**config.mk**
```make
export PLATFORM = sky130hd
export DESIGN_NAME = rgmii_rx_clk_speed_detector
export DESIGN_NICKNAME = d
export VERILOG_FILES = /design/src/rtl/rgmii_rx_clk_speed_detector.sv
export SDC_FILE = /design/constraint.sdc
export NUM_CORES = 1
export LEC_CHECK = 0
export BUFFER_PORTS_ARGS = -buffer_cell sky130_fd_sc_hd__buf_2
export CORE_MARGIN = 1.5
export CORE_UTILIZATION = 50
export CTS_CLUSTER_DIAMETER = 30
export DETAILED_ROUTE_END_ITERATION = 10
export PLACE_DENSITY = 0.68
export SYNTH_ARGS = -nofsm -noshare
export SYNTH_HDL_FRONTEND = slang
export SYNTH_SLANG_ARGS = --single-unit
```
**constraint.sdc**
```tcl
create_clock -name clk250_i -period 5.9 [get_ports clk250_i]
set_input_delay 0.59 -clock clk250_i [delete_from_list [all_inputs] [get_ports clk250_i]]
set_output_delay 0.59 -clock clk250_i [all_outputs]
set_load 0.02 [all_outputs]
```
**src/rtl/rgmii_rx_clk_speed_detector.sv**
```systemverilog
// Classifies the RGMII RX link speed by counting edges of the divided RX clock
// over fixed clk250 windows and commits a TX clock setting after repeated agreement.
module rgmii_rx_clk_speed_detector #(
   parameter int unsigned window_cycles_p  = 4096,
   parameter int unsigned thr_1000_p       = 160,
   parameter int unsigned thr_100_p        = 24,
   parameter int unsigned thr_10_p         = 2,
   parameter int unsigned stable_windows_p = 3,
   parameter int unsigned cnt_width_p      = 10
) (
   input  logic                   clk250_i,
   input  logic                   clk250_rst_ni,
   input  logic                   rx_clk_div8_i,
   output logic [1:0]             speed_setting_o,
   output logic                   speed_valid_o,
   output logic                   speed_change_o,
   output logic [cnt_width_p-1:0] edge_count_o
);

   localparam int unsigned WC_W    = $clog2(window_cycles_p);
   localparam int unsigned AGREE_W = $clog2(stable_windows_p + 1);

   localparam logic [WC_W-1:0]        WC_LAST   = WC_W'(window_cycles_p - 1);
   localparam logic [cnt_width_p-1:0] CNT_MAX   = '1;
   localparam logic [AGREE_W-1:0]     AGREE_MAX = AGREE_W'(stable_windows_p);

   // Class encoding doubles as the TX clock setting; CLS_NONE never reaches the output.
   typedef enum logic [1:0] {
      CLS_1000 = 2'b00,
      CLS_100  = 2'b01,
      CLS_10   = 2'b10,
      CLS_NONE = 2'b11
   } cls_e;

   if (!((thr_1000_p > thr_100_p) && (thr_100_p > thr_10_p))) begin : g_bad_thresholds
      $error("rgmii_rx_clk_speed_detector: thresholds must satisfy thr_1000_p > thr_100_p > thr_10_p");
   end
   if ((window_cycles_p < 256) || ((window_cycles_p & (window_cycles_p - 1)) != 0)) begin : g_bad_window
      $error("rgmii_rx_clk_speed_detector: window_cycles_p must be a power of two >= 256");
   end
   if (stable_windows_p < 1) begin : g_bad_stable
      $error("rgmii_rx_clk_speed_detector: stable_windows_p must be at least 1");
   end

   logic                   sync1_q, sync2_q, sync3_q;
   logic                   rx_rise_c;
   logic [WC_W-1:0]        wc_q;
   logic                   win_last_c;
   logic [cnt_width_p-1:0] edge_cnt_q;
   logic [cnt_width_p-1:0] count_sat_c;
   cls_e                   win_cls_c;

   cls_e                   committed_q, committed_d;
   cls_e                   cand_q, cand_d;
   logic [AGREE_W-1:0]     agree_q, agree_d;
   logic [1:0]             setting_d;
   logic                   valid_d;
   logic                   change_d;

   // Two-flop synchronizer plus a history flop for rising-edge detection.
   always_ff @(posedge clk250_i or negedge clk250_rst_ni) begin
      if (!clk250_rst_ni) begin
         sync1_q <= 1'b0;
         sync2_q <= 1'b0;
         sync3_q <= 1'b0;
      end else begin
         sync1_q <= rx_clk_div8_i;
         sync2_q <= sync1_q;
         sync3_q <= sync2_q;
      end
   end

   assign rx_rise_c   = sync2_q & ~sync3_q;
   assign win_last_c  = (wc_q == WC_LAST);
   assign count_sat_c = (edge_cnt_q == CNT_MAX) ? CNT_MAX
                                                : edge_cnt_q + cnt_width_p'(rx_rise_c);

   // An edge in the closing cycle belongs to the closing window.
   always_ff @(posedge clk250_i or negedge clk250_rst_ni) begin
      if (!clk250_rst_ni) begin
         wc_q         <= '0;
         edge_cnt_q   <= '0;
         edge_count_o <= '0;
      end else begin
         if (win_last_c) begin
            wc_q         <= '0;
            edge_cnt_q   <= '0;
            edge_count_o <= count_sat_c;
         end else begin
            wc_q         <= wc_q + WC_W'(1);
            edge_cnt_q   <= count_sat_c;
         end
      end
   end

   always_comb begin
      win_cls_c = CLS_NONE;
      if (32'(count_sat_c) >= thr_1000_p) begin
         win_cls_c = CLS_1000;
      end else if (32'(count_sat_c) >= thr_100_p) begin
         win_cls_c = CLS_100;
      end else if (32'(count_sat_c) >= thr_10_p) begin
         win_cls_c = CLS_10;
      end
   end

   // Committed class is the FSM state; candidate/agree track the run of equal windows.
   always_ff @(posedge clk250_i or negedge clk250_rst_ni) begin
      if (!clk250_rst_ni) begin
         committed_q     <= CLS_NONE;
         cand_q          <= CLS_NONE;
         agree_q         <= '0;
         speed_setting_o <= 2'b00;
         speed_valid_o   <= 1'b0;
         speed_change_o  <= 1'b0;
      end else begin
         committed_q     <= committed_d;
         cand_q          <= cand_d;
         agree_q         <= agree_d;
         speed_setting_o <= setting_d;
         speed_valid_o   <= valid_d;
         speed_change_o  <= change_d;
      end
   end

   always_comb begin
      committed_d = committed_q;
      cand_d      = cand_q;
      agree_d     = agree_q;
      setting_d   = speed_setting_o;
      valid_d     = speed_valid_o;
      change_d    = 1'b0;

      if (win_last_c) begin
         if (win_cls_c == cand_q) begin
            if (agree_q != AGREE_MAX) begin
               agree_d = agree_q + AGREE_W'(1);
            end
         end else begin
            cand_d  = win_cls_c;
            agree_d = AGREE_W'(1);
         end

         // No-clock keeps the last setting so the TX clock keeps running.
         if ((agree_d == AGREE_MAX) && (cand_d != committed_q)) begin
            committed_d = cand_d;
            valid_d     = (cand_d != CLS_NONE);
            change_d    = 1'b1;
            if (cand_d != CLS_NONE) begin
               setting_d = 2'(cand_d);
            end
         end
      end
   end

endmodule

```
==> flow_summary.yaml <==
status:
  status: "finished, final reports clean"
grt:
  grt-ovfl-total: 0
  grt_pass1_wl_um: 6775
  grt_max_degree: 46
  grt_usage_pct: 17.60
  grt_pass1_vias: 1466
  antenna_found_initial: 0
setup_path:
  r2r_slack_ns: 2.95
  critPathKind: "flop to flop"
  critPathArrivalTime_ns: 3.14
  crit_path_end_kind: "flop"
  r2r-start: "sync2_q"
  max_stage_delay_ns: 0.43
  crit_top_cell: "ha_1"
  crit_chain: "nor2b_1, ha_1, ha_1, nand2_1, xnor2_1, a311o_2, nor3_4, and3_1, o2111ai_1, nand2_2, o2111ai_4, mux2_4"
  cp_slowest_cell: "a311o_2"
  r2r-end: "speed_valid_o"
  cp.required_ns: 6.08
  crit_fanout: 5
  worstRegToRegCells: 12
  start_kind: "flop"
floorplanning:
  core_area_mm2: 0.004115
  die_h_um: 69.48
  num_rows: 23
  io_pins: 17
  dieArea_mm2: 0.004827
  die_w_um: 69.48
  initial_core_util_pct: 53.69
logic_synthesis:
  synth_top_family_by_area: "simple AND/OR/NAND/NOR gates"
  synth-async-reset-ratio_pct: 100.0
  netlist-cell-type-count: 51
  yosysWarnings: 0
  syn_inst: 223
  synth_fa_ha_area_share_pct: 1.699
  synth_edf_count: 0
  synthMuxAreaShare_pct: 2.265
  synth_area_leaders: "dfrtp_1 46%, nor2_1 5.8%, nand2_1 5.3%"
  synth-simple-area-share_pct: 22.37
  synthFlopType: "dfrtp_1"
  yosysSeqAreaShare_pct: 51.19
  ys_ff_latch: 45
  synth_top_area_share_pct: 46.43
  synthesis.area_mm2: 0.002210
  mappedNetlistNets: 229
  syn_area_per_cell_um2: 9.909
  yosysTopAreaCell: "dfrtp_1"
  synth-compound-area-share_pct: 12.80
  synth_xor_area_share_pct: 6.682
sta:
  rsz0062_at_grt: "false"
  drv_slew: 0
  timing.final.crit_share_pct: 50.03
  timing.fmax_mhz: 338.8
  relSlewSlack_pct: 35.62
  setup_viol: 0
  final_hold_viol_count: 0
  finClkSkew_ns: 0.003933
  tightest_slew_ns: 0.9657
  setup-tns-final_ns: 0
  fin_crit_ns: 2.951
cells_and_area:
  multi_input_area_mm2: 0.001012
  fillers: 351
  final_cell_mix: "41 x dfrtp_1, 34 x nor2_1, 31 x nand2_1"
  n_antenna_cell: 0
  syn_to_final_growth_pct: 8.154
  nets: 244
  seq_area_mm2: 0.001131
  drive_gt1_share_pct: 18.41
  final_common_cell: "dfrtp_1"
  final_util_pct: 58.07
  stdcell_count: 289
clock_tree:
  clkSinkCount: 45
  clock-root-buffer: "clkbuf_8"
  post-cts-setup-buffers: 0
  postCtsHoldBufs: 0
  cts_resized: 0
  clkLatencyLatePin_ns: 0.29
  h-tree-depth: 2
  clk_pin_slew_ns: 0.08
  cts_max_path_buffers: 2
  cts_tree: "done"
  cts_buffers: 5
hold_path:
  hp-class: "flop to flop"
  hold_path_depth: 0
  holdCritStartpoint: "sync1_q"
  holdPathEnd: "sync2_q"
power:
  power.density_mw_per_mm2: 303.1
  fin_total_pwr_uw: 724.4
  ir_drop_v: 0.0001695
  cellLeakagePower_nw: 1.104
route:
  post-route-drc-count: 0
  drt-vias-per-instance: 5.491
  drtIter0Drc: 115
  wl_um: 3888
  drtPass1Iterations: 4
  num_vias: 1587
  routedWlPerCell_um: 13.45
  antenna_left: 0
run:
  drv_cap: 0
placed_design:
  portBuffers: 16
  dp.cells: 281
  routabilityCongestion: 0.7733
  dp_hpwl_um: 2746
[how the worst max path moves through the flow]
stage	start	end	depth (start not counted)
global placement	sync3_q	speed_valid_o	12
global route	sync2_q	speed_valid_o	12
detailed placement	sync2_q	speed_valid_o	11
CTS	sync2_q	speed_valid_o	11
finish	sync2_q	speed_valid_o	12
floorplan	sync2_q	speed_valid_o	11
[flip-flops by register name, indices dropped and copies added, names as in the netlist]
name	cells
wc_q	12
agree_q	2
sync1_q	1
sync3_q	1
speed_change_o	1
speed_valid_o	1
speed_setting_o	2
edge_count_o	10
committed_q	2
cand_q	2
sync2_q	1
edge_cnt_q	10
[power breakdown]
part / internal (mW) / switching, mW
Combinational: 0.0728 / 0.103
Sequential: 0.329 / 0.0389
Clock: 0.0831 / 0.0971
Total: 0.485 / 0.239
[cell usage after synthesis (2+ instances only)]
cell type / number
a21oi_1: 5
a31o_2: 2
a31oi_1: 2
and2_1: 3
and3_1: 4
clkbuf_1: 3
dfrtp_1: 41
dfstp_2: 4
ha_1: 3
inv_1: 6
mux2_4: 2
mux2i_1: 2
nand2_1: 31
nand3_1: 8
nand4_1: 4
nor2_1: 34
nor3_1: 4
o21ai_0: 19
xnor2_1: 10
xor2_1: 5
[cell type report]
class / instances / share of cell area, %
clock buffer: 7 / 3.194
sequential: 45 / 47.33
timing repair buffer: 16 / 3.351
tap: 50 / 2.618
inverter: 6 / 0.9424
multi-input combinational: 164 / 42.36
clock inverter: 1 / 0.2094
[cells by family (layout without fill, tap and decap cells)]
| group | Yosys count | count (layout) |
|---|---|---|
| compound gates | 39 | 39 |
| buf+inv | 14 | 30 |
| xor+xnor | 16 | 16 |
| mux | 4 | 4 |
| simple gates | 102 | 102 |
| flops | 45 | 45 |
| fa+ha+maj | 3 | 3 |
[critical path, delay by kind of cell, from the launching register on]
kind	cells	cell delay [ns]
muxes	1	0.36
adders and majority gates	2	0.45
AOI/OAI and AO/OA	3	0.74
and+or+nand+nor	5	0.82
xor gates and xnor gates	1	0.16
DFF	1	0.34
[per-layer routing]
layer	global-route usage, %	up-vias	share of wire (%)
met5	0	-	0
met4	6.536	0	1.6
met3	4.797	5	3.6
met2	25.75	32	45
met1	25.10	755	50
li1	-	795	-
[through the flow]
stage	setup slack (ns)	hold slack [ns]	instance area [um2]
after floorplan	3.187	0.2944	2210
after global placement	3.063	0.3380	2308
after detailed placement	2.981	0.3442	2308
after CTS	2.963	0.3621	2390
after global routing	2.724	0.3711	2390
final	2.949	0.3565	2390
No activity file was read; power rests on OpenSTA's default activity.
